<file path="src/rtl/regfile_write_scheduler_if.sv">
// Bundle of all non-clock signals between the scheduler, the pipeline (WB/decode),
// the external long-latency unit and the register file write port.
interface regfile_write_scheduler_if #(
    parameter int ADDR_W = 4,
    parameter int DATA_W = 32,
    parameter int NREGS  = 16
);
    logic              wb_en;
    logic [ADDR_W-1:0] wb_dest;
    logic [DATA_W-1:0] wb_data;
    logic              issue_en;
    logic [ADDR_W-1:0] issue_dest;
    logic              ext_valid;
    logic [ADDR_W-1:0] ext_dest;
    logic [DATA_W-1:0] ext_data;
    logic              ext_ready;
    logic [ADDR_W-1:0] src1;
    logic [ADDR_W-1:0] src2;
    logic              src1_en;
    logic              src2_en;
    logic              hazard;
    logic              stall_req;
    logic              rf_we;
    logic [ADDR_W-1:0] rf_dest;
    logic [DATA_W-1:0] rf_data;
    logic [NREGS-1:0]  busy;
    logic              waw_err;

    modport master (
        output wb_en, wb_dest, wb_data, issue_en, issue_dest,
               ext_valid, ext_dest, ext_data, src1, src2, src1_en, src2_en,
        input  ext_ready, hazard, stall_req, rf_we, rf_dest, rf_data, busy, waw_err
    );

    modport slave (
        input  wb_en, wb_dest, wb_data, issue_en, issue_dest,
               ext_valid, ext_dest, ext_data, src1, src2, src1_en, src2_en,
        output ext_ready, hazard, stall_req, rf_we, rf_dest, rf_data, busy, waw_err
    );
endinterface

</file>
<file path="src/rtl/regfile_write_scheduler.sv">
// Shares the register file write port between pipeline write-back and a buffered
// external result stream; tracks pending destinations and starvation of the buffer.
module regfile_write_scheduler #(
    parameter int ADDR_W       = 4,
    parameter int DATA_W       = 32,
    parameter int NREGS        = 16,
    parameter int QDEPTH       = 2,
    parameter int STARVE_LIMIT = 4
) (
    input logic                    clk,
    input logic                    rst,
    regfile_write_scheduler_if.slave bus
);
    localparam int PTR_W = (QDEPTH > 1) ? $clog2(QDEPTH) : 1;
    localparam int CNT_W = PTR_W + 1;
    localparam int AGE_W = $clog2(STARVE_LIMIT + 1);

    logic [ADDR_W-1:0] fifo_dest_q [QDEPTH];
    logic [ADDR_W-1:0] fifo_dest_d [QDEPTH];
    logic [DATA_W-1:0] fifo_data_q [QDEPTH];
    logic [DATA_W-1:0] fifo_data_d [QDEPTH];
    logic [PTR_W-1:0]  rd_ptr_q, rd_ptr_d, wr_ptr_q, wr_ptr_d;
    logic [CNT_W-1:0]  count_q, count_d;
    logic [NREGS-1:0]  busy_q, busy_d;
    logic [AGE_W-1:0]  age_q, age_d;
    logic              stall_req_q, stall_req_d;
    logic              waw_err_q, waw_err_d;

    logic              fifo_empty, ext_ready, push, pop;
    logic              fwd1, fwd2, stale_entry;
    logic [ADDR_W-1:0] head_dest;
    logic [DATA_W-1:0] head_data;
    logic [PTR_W-1:0]  slot;

    // Write-back always wins the port; the buffer only drains in idle WB cycles.
    assign fifo_empty = (count_q == '0);
    assign ext_ready  = (count_q < CNT_W'(QDEPTH));
    assign push       = bus.ext_valid && ext_ready;
    assign pop        = !bus.wb_en && !fifo_empty;
    assign head_dest  = fifo_dest_q[rd_ptr_q];
    assign head_data  = fifo_data_q[rd_ptr_q];

    // The file writes on negedge, so a register being popped now is already readable.
    assign fwd1 = pop && (head_dest == bus.src1);
    assign fwd2 = pop && (head_dest == bus.src2);

    always_comb begin
        bus.rf_we   = 1'b0;
        bus.rf_dest = '0;
        bus.rf_data = '0;
        if (bus.wb_en) begin
            bus.rf_we   = 1'b1;
            bus.rf_dest = bus.wb_dest;
            bus.rf_data = bus.wb_data;
        end else if (!fifo_empty) begin
            bus.rf_we   = 1'b1;
            bus.rf_dest = head_dest;
            bus.rf_data = head_data;
        end
    end

    always_comb begin
        stale_entry = 1'b0;
        slot        = rd_ptr_q;
        for (int i = 0; i < QDEPTH; i++) begin
            if ((CNT_W'(i) < count_q) && !busy_q[fifo_dest_q[slot]]) begin
                stale_entry = 1'b1;
            end
            slot = slot + PTR_W'(1);
        end
    end

    always_comb begin
        fifo_dest_d = fifo_dest_q;
        fifo_data_d = fifo_data_q;
        rd_ptr_d    = rd_ptr_q;
        wr_ptr_d    = wr_ptr_q;
        count_d     = count_q;
        busy_d      = busy_q;
        age_d       = age_q;

        if (push) begin
            fifo_dest_d[wr_ptr_q] = bus.ext_dest;
            fifo_data_d[wr_ptr_q] = bus.ext_data;
            wr_ptr_d              = wr_ptr_q + PTR_W'(1);
        end
        if (pop) begin
            rd_ptr_d = rd_ptr_q + PTR_W'(1);
        end
        case ({push, pop})
            2'b10:   count_d = count_q + CNT_W'(1);
            2'b01:   count_d = count_q - CNT_W'(1);
            default: count_d = count_q;
        endcase

        // Set is applied after clear so a same-cycle reissue keeps the register busy.
        if (pop) begin
            busy_d[head_dest] = 1'b0;
        end
        if (bus.issue_en) begin
            busy_d[bus.issue_dest] = 1'b1;
        end

        if (fifo_empty || pop) begin
            age_d = '0;
        end else if (age_q < AGE_W'(STARVE_LIMIT)) begin
            age_d = age_q + AGE_W'(1);
        end
        stall_req_d = (age_d >= AGE_W'(STARVE_LIMIT));

        waw_err_d = waw_err_q
                  | (bus.issue_en && busy_q[bus.issue_dest]
                     && !(pop && (head_dest == bus.issue_dest)))
                  | (bus.wb_en && busy_q[bus.wb_dest])
                  | (push && stale_entry);
    end

    always_ff @(posedge clk or posedge rst) begin
        if (rst) begin
            fifo_dest_q <= '{default: '0};
            fifo_data_q <= '{default: '0};
            rd_ptr_q    <= '0;
            wr_ptr_q    <= '0;
            count_q     <= '0;
            busy_q      <= '0;
            age_q       <= '0;
            stall_req_q <= 1'b0;
            waw_err_q   <= 1'b0;
        end else begin
            fifo_dest_q <= fifo_dest_d;
            fifo_data_q <= fifo_data_d;
            rd_ptr_q    <= rd_ptr_d;
            wr_ptr_q    <= wr_ptr_d;
            count_q     <= count_d;
            busy_q      <= busy_d;
            age_q       <= age_d;
            stall_req_q <= stall_req_d;
            waw_err_q   <= waw_err_d;
        end
    end

    assign bus.ext_ready = ext_ready;
    assign bus.hazard    = (bus.src1_en && busy_q[bus.src1] && !fwd1)
                         | (bus.src2_en && busy_q[bus.src2] && !fwd2);
    assign bus.stall_req = stall_req_q;
    assign bus.busy      = busy_q;
    assign bus.waw_err   = waw_err_q;
endmodule

</file>
<file path="src/flat_wrapper.sv">
// flat-port wrapper written by rule: the top's interface ports become plain ports
module regfile_write_scheduler_flat 
#(
    parameter int ADDR_W       = 4,
    parameter int DATA_W       = 32,
    parameter int NREGS        = 16,
    parameter int QDEPTH       = 2,
    parameter int STARVE_LIMIT = 4
)
  (clk, rst, bus_wb_en, bus_wb_dest, bus_wb_data, bus_issue_en, bus_issue_dest, bus_ext_valid, bus_ext_dest, bus_ext_data, bus_src1, bus_src2, bus_src1_en, bus_src2_en, bus_ext_ready, bus_hazard, bus_stall_req, bus_rf_we, bus_rf_dest, bus_rf_data, bus_busy, bus_waw_err);
  regfile_write_scheduler_if #(.ADDR_W(ADDR_W), .DATA_W(DATA_W), .NREGS(NREGS)) bus_i ();
  input logic clk;
  input logic rst;
  input wire logic [$bits(bus_i.wb_en)-1:0] bus_wb_en;
  input wire logic [$bits(bus_i.wb_dest)-1:0] bus_wb_dest;
  input wire logic [$bits(bus_i.wb_data)-1:0] bus_wb_data;
  input wire logic [$bits(bus_i.issue_en)-1:0] bus_issue_en;
  input wire logic [$bits(bus_i.issue_dest)-1:0] bus_issue_dest;
  input wire logic [$bits(bus_i.ext_valid)-1:0] bus_ext_valid;
  input wire logic [$bits(bus_i.ext_dest)-1:0] bus_ext_dest;
  input wire logic [$bits(bus_i.ext_data)-1:0] bus_ext_data;
  input wire logic [$bits(bus_i.src1)-1:0] bus_src1;
  input wire logic [$bits(bus_i.src2)-1:0] bus_src2;
  input wire logic [$bits(bus_i.src1_en)-1:0] bus_src1_en;
  input wire logic [$bits(bus_i.src2_en)-1:0] bus_src2_en;
  output wire logic [$bits(bus_i.ext_ready)-1:0] bus_ext_ready;
  output wire logic [$bits(bus_i.hazard)-1:0] bus_hazard;
  output wire logic [$bits(bus_i.stall_req)-1:0] bus_stall_req;
  output wire logic [$bits(bus_i.rf_we)-1:0] bus_rf_we;
  output wire logic [$bits(bus_i.rf_dest)-1:0] bus_rf_dest;
  output wire logic [$bits(bus_i.rf_data)-1:0] bus_rf_data;
  output wire logic [$bits(bus_i.busy)-1:0] bus_busy;
  output wire logic [$bits(bus_i.waw_err)-1:0] bus_waw_err;
  assign bus_i.wb_en = bus_wb_en;
  assign bus_i.wb_dest = bus_wb_dest;
  assign bus_i.wb_data = bus_wb_data;
  assign bus_i.issue_en = bus_issue_en;
  assign bus_i.issue_dest = bus_issue_dest;
  assign bus_i.ext_valid = bus_ext_valid;
  assign bus_i.ext_dest = bus_ext_dest;
  assign bus_i.ext_data = bus_ext_data;
  assign bus_i.src1 = bus_src1;
  assign bus_i.src2 = bus_src2;
  assign bus_i.src1_en = bus_src1_en;
  assign bus_i.src2_en = bus_src2_en;
  assign bus_ext_ready = bus_i.ext_ready;
  assign bus_hazard = bus_i.hazard;
  assign bus_stall_req = bus_i.stall_req;
  assign bus_rf_we = bus_i.rf_we;
  assign bus_rf_dest = bus_i.rf_dest;
  assign bus_rf_data = bus_i.rf_data;
  assign bus_busy = bus_i.busy;
  assign bus_waw_err = bus_i.waw_err;
  regfile_write_scheduler #(.ADDR_W(ADDR_W), .DATA_W(DATA_W), .NREGS(NREGS), .QDEPTH(QDEPTH), .STARVE_LIMIT(STARVE_LIMIT)) u_core (.clk(clk), .rst(rst), .bus(bus_i));
endmodule
</file>
<file path="config.mk">
export PLATFORM = sky130hd
export DESIGN_NAME = regfile_write_scheduler_flat
export DESIGN_NICKNAME = d
export VERILOG_FILES = /design/src/rtl/regfile_write_scheduler_if.sv /design/src/rtl/regfile_write_scheduler.sv /design/src/flat_wrapper.sv
export SDC_FILE = /design/constraint.sdc
export NUM_CORES = 1
export LEC_CHECK = 0
export ABC_AREA = 1
export CORE_UTILIZATION = 51
export CTS_BUF_LIST = sky130_fd_sc_hd__clkbuf_8
export DETAILED_ROUTE_END_ITERATION = 8
export HOLD_SLACK_MARGIN = 0.15
export MAX_ROUTING_LAYER = met4
export PLACE_DENSITY = 0.83
export SYNTH_ARGS = -nofsm -noshare
export SYNTH_HDL_FRONTEND = slang
export SYNTH_SLANG_ARGS = --single-unit
export TNS_END_PERCENT = 20
</file>
<file path="constraint.sdc">
create_clock -name clk -period 3.8 [get_ports clk]
set_input_delay 0.76 -clock clk [delete_from_list [all_inputs] [get_ports clk]]
set_output_delay 0.76 -clock clk [all_outputs]
set_load 0.01 [all_outputs]
</file>
=== After elaboration in Yosys (flattened, before gate mapping) ===
Cells that the tools add are included.

* Bits in registers: 97
* Word-level logic and storage cells: 120

* Add/subtract/negate cells: 5
* $lt $le $gt $ge: 17
* Equal/unequal tests: 5
* Multiplexer cells: 44
* Bitwise logic cells: 10
* Reductions and logical operators: 28

{| class="wikitable"
|+ Operator list
! kind !! count
|-
| 2-to-1 mux 32 bit || 6
|-
| bitwise mux 64 bit || 1
|-
| 2-to-1 mux 4 bit || 9
|-
| demux 32 bit (select 1 bit) || 1
|-
| 2-to-1 mux 16 bit || 2
|-
| < comparator 4 x 5 -> 1 bit, second input constant || 6
|-
| binary-select mux 1 bit (select 4 bit) || 6
|-
| logical AND 1 bit || 18
|-
| bitwise AND 16 bit || 1
|-
| inverter 16 bit || 1
|-
| OR 16 bit || 1
|-
| == test 4 bit || 3
|-
| 2-to-1 mux 1 bit || 12
|-
| bitwise mux 8 bit || 1
|-
| demux 1 bit (select 4 bit) || 2
|-
| >= comparator 4 x 1 -> 1 bit, second input constant || 2
|-
| zero test 1 bit || 7
|-
| >= comparator 2 bit, second input constant || 3
|-
| 2-to-1 mux 3 bit || 2
|-
| inverter 1 -> 2 bit || 3
|-
| demux 4 bit (select 1 bit) || 1
|-
| < comparator 1 x 2 -> 1 bit, first input constant || 2
|-
| OR 1 bit || 4
|-
| one-hot mux 2 bit (2 select lines) || 1
|-
| other kinds (13) || 14
|}

=== Depth between registers and ports, before layout ===
* Word-level depth: 13
* Gate-level depth with buffers: 15

=== Least setup slack after synthesis ===
OpenSTA, ideal clock, no wires.

* Kind: input-to-output
* Start: in bus_wb_en
* End: out bus_rf_data[21]
* Arrival time: 1.862 ns
* Required time: 3.040 ns
* Setup slack: 1.178 ns
* Stages: 6
* Cell sequence: clkbuf_1 > nor2_1 > buf_2 > buf_2 > o21ai_0 > o21ai_0

* Word-level cells in the longest chain between the ends: 1

{| class="wikitable"
|+ Ends and longest elaborated chain
! item !! line !! source
|-
| start, declared || flat_wrapper.sv:14 || <nowiki>input wire logic [$bits(bus_i.wb_en)-1:0] bus_wb_en;</nowiki>
|-
| 2-to-1 mux 32 bit || regfile_write_scheduler.sv:51 || <nowiki>if (bus.wb_en) begin</nowiki>
|-
| end, declared || flat_wrapper.sv:31 || <nowiki>output wire logic [$bits(bus_i.rf_data)-1:0] bus_rf_data;</nowiki>
|}

No other way between the ends.

=== Final worst setup path ===
* Start: in bus_src2[0]
* End: out bus_hazard

* Word-level cells in the longest chain between the ends: 5

{| class="wikitable"
|+ Ends and longest elaborated chain
! item !! line !! source
|-
| start, declared || flat_wrapper.sv:23 || <nowiki>input wire logic [$bits(bus_i.src2)-1:0] bus_src2;</nowiki>
|-
| binary-select mux 1 bit (select 4 bit) / == test 4 bit (equally long branches) || regfile_write_scheduler.sv:144, regfile_write_scheduler.sv:45 ||
|-
| 2-to-1 mux 1 bit (not written as such) / logical AND 1 bit (equally long branches) || regfile_write_scheduler.sv:144, regfile_write_scheduler.sv:45 ||
|-
| logical AND 1 bit / zero test 1 bit (equally long branches) || regfile_write_scheduler.sv:144 || <nowiki>| (bus.src2_en && busy_q[bus.src2] && !fwd2);</nowiki>
|-
| logical AND 1 bit (*) || regfile_write_scheduler.sv:144 ||
|-
| OR 1 bit (*) || regfile_write_scheduler.sv:144 ||
|-
| end, declared || flat_wrapper.sv:27 || <nowiki>output wire logic [$bits(bus_i.hazard)-1:0] bus_hazard;</nowiki>
|}

Mark *: on every way between the ends. The rest lies on a longest branch, timed or not. The select of a mux whose other input is x is not followed.

==> impl_metrics.toml <==
[critical_path]
end_kind = "primary output"
path_class = "in -> out"
start_kind = "input port"
critPathMaxFanout = 17
cp.arrival_ps = 2800
critPathTopFamily = "buffers and inverters"
slowest_stage = "clkdlybuf4s50_1"
max_stage_delay_ps = 670
required_ps = 3040
path_cells = "clkdlybuf4s50_1 > a21oi_1 > o21ai_0 > nand2_1 > o21ai_0 > o21ai_0 > nand3_1 > nand2_1 > clkdlybuf4s50_1"
cpMostUsedCell = "o21ai_0"
path_buf_inv = 2

[timing]
timing.hold.ws_ps = 489
tns_ps = 0
finalClockSkew_ps = 15.8
timing.fmax_ghz = 0.281
report.final.slew_viol_count = 0
finalHoldViolCount = 0
setup_viol = 0
period_share = 0.937
maxSlewHeadroom = 0.197
rsz0062_at_grt = "no"
fin_ws_ps = 238
tightest_slew_ps = 1200
fin_crit_ps = 3560

[global_route]
antenna_found_initial = 0
grt_overflow = 0
grt_pass1_vias = 5816
grt_pass1_wl_mm = 27.9
grt.total_usage = 0.317
grt_max_degree = 74

[pwr]
power_switching_uw = 2530
pwr-share-comb = 0.514
p_seq_frac = 0.351
ir_worst_vdd_v = 0.000419
total_power_uw = 5560
clkPwrFrac = 0.134
power_leakage_uw = 0.00347
pwr_density_cell_nw_per_um2 = 754
intPower_uw = 3030
p_sw_frac = 0.455

[logic_synthesis]
synthSimpleGateAreaFrac = 0.228
synth_compound_area_frac = 0.229
synth_top_family_by_area = "compound AO/OA/AOI/OAI gates"
syn_nets = 898
yosysUniqueCellTypes = 25
syn-cell-area_um2 = 5620
syn_area_per_cell_um2 = 7.00
synthMuxAreaShare = 0
synth_xor_area_frac = 0.0140
yosys_warnings = 0
synthCells = 803
synth-seq-cells = 96
synth_seq_area_share = 0.428
synth_fa_ha_area_frac = 0.00891

[run_status]
status = "finished, final reports clean"

[layout]
stdcell_count = 1068
syn_to_final_growth_pct = 31.3
drive_gt1_frac = 0.0376
num-nets-final = 1022
antennaDiodeCount = 0

[detailed_routing]
drc = 0
wl_mm = 17.3
wire_per_inst_um = 16.2
via_per_inst = 5.65
drt_first_iter_violations = 501
route.vias.total = 6039
detailedRoute.firstPassIterationCount = 5
ant_nets = 0

[clocking]
cts_setup_buffers = 0
cts_root_buffer = "clkbuf_8"
ctsHtreeMaxLevel = 3
insertion_delay_ps = 370
clockBufferDepth = 2
cts_resized = 0
cts_buffers = 9
numClockSinks = 96
cts_hold_buf = 0
cts_tree = "built"
clkTransAtPathRegs_ps = 90

[die]
rows = 37
fp.dieW_um = 107
core_area_um2 = 10500
pin_count = 148
initial_core_util = 0.535
die_h_um = 107
dieArea_um2 = 11400

[placement]
portBuffers = 147
gp_congestion = 0.956
dp_hpwl_mm = 12.0
pre_cts_ws_ps = 304
dp.cells = 1052

[run]
maxCapViolCount = 0

[hold_path]
min_path_type = "reg -> reg"
-- worst reg2reg max path, cell delays in order (launching register included) --
cell and delay [ps]:
dfrtp_1 520, inv_1 120, buf_4 400, nand2_1 160, nand2_2 200, nand2_1 70, nand2_1 70, nand2_1 50
a21oi_1 160, nor2_1 80, nand2_1 70, nand2_1 60, nand2_1 50, nand2_1 50
-- cell usage in the layout, fill, tap and decap left out --
cell type and count:
bufinv_16 2, buf_12 1, o21ai_0 192, xor2_1 5
a21oi_1 22, nor2_2 1, inv_8 1, o22ai_1 7
dfrtp_1 96, nand4_1 3, nor2_1 53, inv_1 88
or2_2 2, o31ai_1 3, clkinvlp_4 1, clkinv_2 1
a22oi_1 9, clkinv_4 1, nand2_2 5, xnor2_1 4
o21ai_1 1, o21ai_2 2, nand3_1 45, o211ai_1 8
clkdlybuf4s50_1 147, buf_4 8, inv_4 1, nand2_1 209
clkbuf_8 9, ha_1 4, nand3b_1 1
-- state kept, by name, summed over array words and instances (netlist names) --
signal,flops
u_core.wr_ptr_q,1
u_core.bus.waw_err,1
u_core.age_q,3
u_core.bus.busy,16
u_core.rd_ptr_q,1
u_core.fifo_data_q,64
u_core.fifo_dest_q,8
u_core.count_q,2
-- synthesized netlist by cell type, drive strengths merged --
master	number	area share
a22oi	9	0.012
buf	11	0.012
nand2	214	0.14
nand3	45	0.040
nand3b	1	0.0013
nand4	3	0.0033
o211ai	8	0.011
clkbuf	32	0.021
or2	2	0.0022
xnor2	4	0.0062
ha	4	0.0089
nor2	54	0.036
inv	88	0.059
o22ai	7	0.0078
dfrtp	96	0.43
o31ai	3	0.0040
a21oi	22	0.020
o21ai	195	0.18
xor2	5	0.0078
-- cell families (layout without fill, tap and decap cells) --
group	Yosys count	after routing
buf+inv	131	260
fa+ha+maj	4	4
simple gates	319	319
compound gates	244	244
xor+xnor	9	9
flops	96	96
-- per-stage QoR --
step                      cell area, um2  utilization
final                               7380        0.702
after global routing                7380        0.702
after CTS                           7380        0.702
after detailed placement            7160        0.681
after global placement              7160        0.681
after floorplan                     5620            -
-- area by class of cell --
class                           count  area [um2]
Inverter                           88         333
Clock inverter                      7        96.3
Sequential cell                    96        2400
Multi-Input combinational cell    576        2700
Tap cell                          136         170
Clock buffer                        9         124
Timing Repair Buffer              156        1550
Fill cell                         871        3130
-- power by group through the flow --
stage	combinational (uW)	clock, uW	sequential (uW)
floorplan	1770	0	1820
global placement	2750	0	1930
detailed placement	2810	0	1960
CTS	2840	753	1940
global route	3210	795	2010
finish	2860	748	1950
-- final timing paths --
check	from	to	slack, ps	cells past startpoint
min in group asynchronous	rst	u_core.fifo_data_q[54]$_DFFE_PP0P_	840	2
min	u_core.fifo_data_q[60]$_DFFE_PP0P_	u_core.fifo_data_q[60]$_DFFE_PP0P_	490	2
min reg2reg	u_core.fifo_data_q[60]$_DFFE_PP0P_	u_core.fifo_data_q[60]$_DFFE_PP0P_	490	2
max in group asynchronous	rst	u_core.fifo_data_q[18]$_DFFE_PP0P_	2160	3
max	bus_src2[0]	bus_hazard	240	9
max reg2reg	u_core.rd_ptr_q$_DFFE_PP0P_	u_core.bus.waw_err$_DFF_PP0_	1640	13
-- routing by layer --
layer / GRT usage / wire [um] / vias up
met1: 0.427 / 7430 / 2800
li1: - / - / 2869
met4: 0.104 / 361 / 0
met3: 0.0669 / 1560 / 35
met2: 0.481 / 7940 / 335
met5: - / 0 / -
Note: power is estimated with default switching activity, not from simulation.
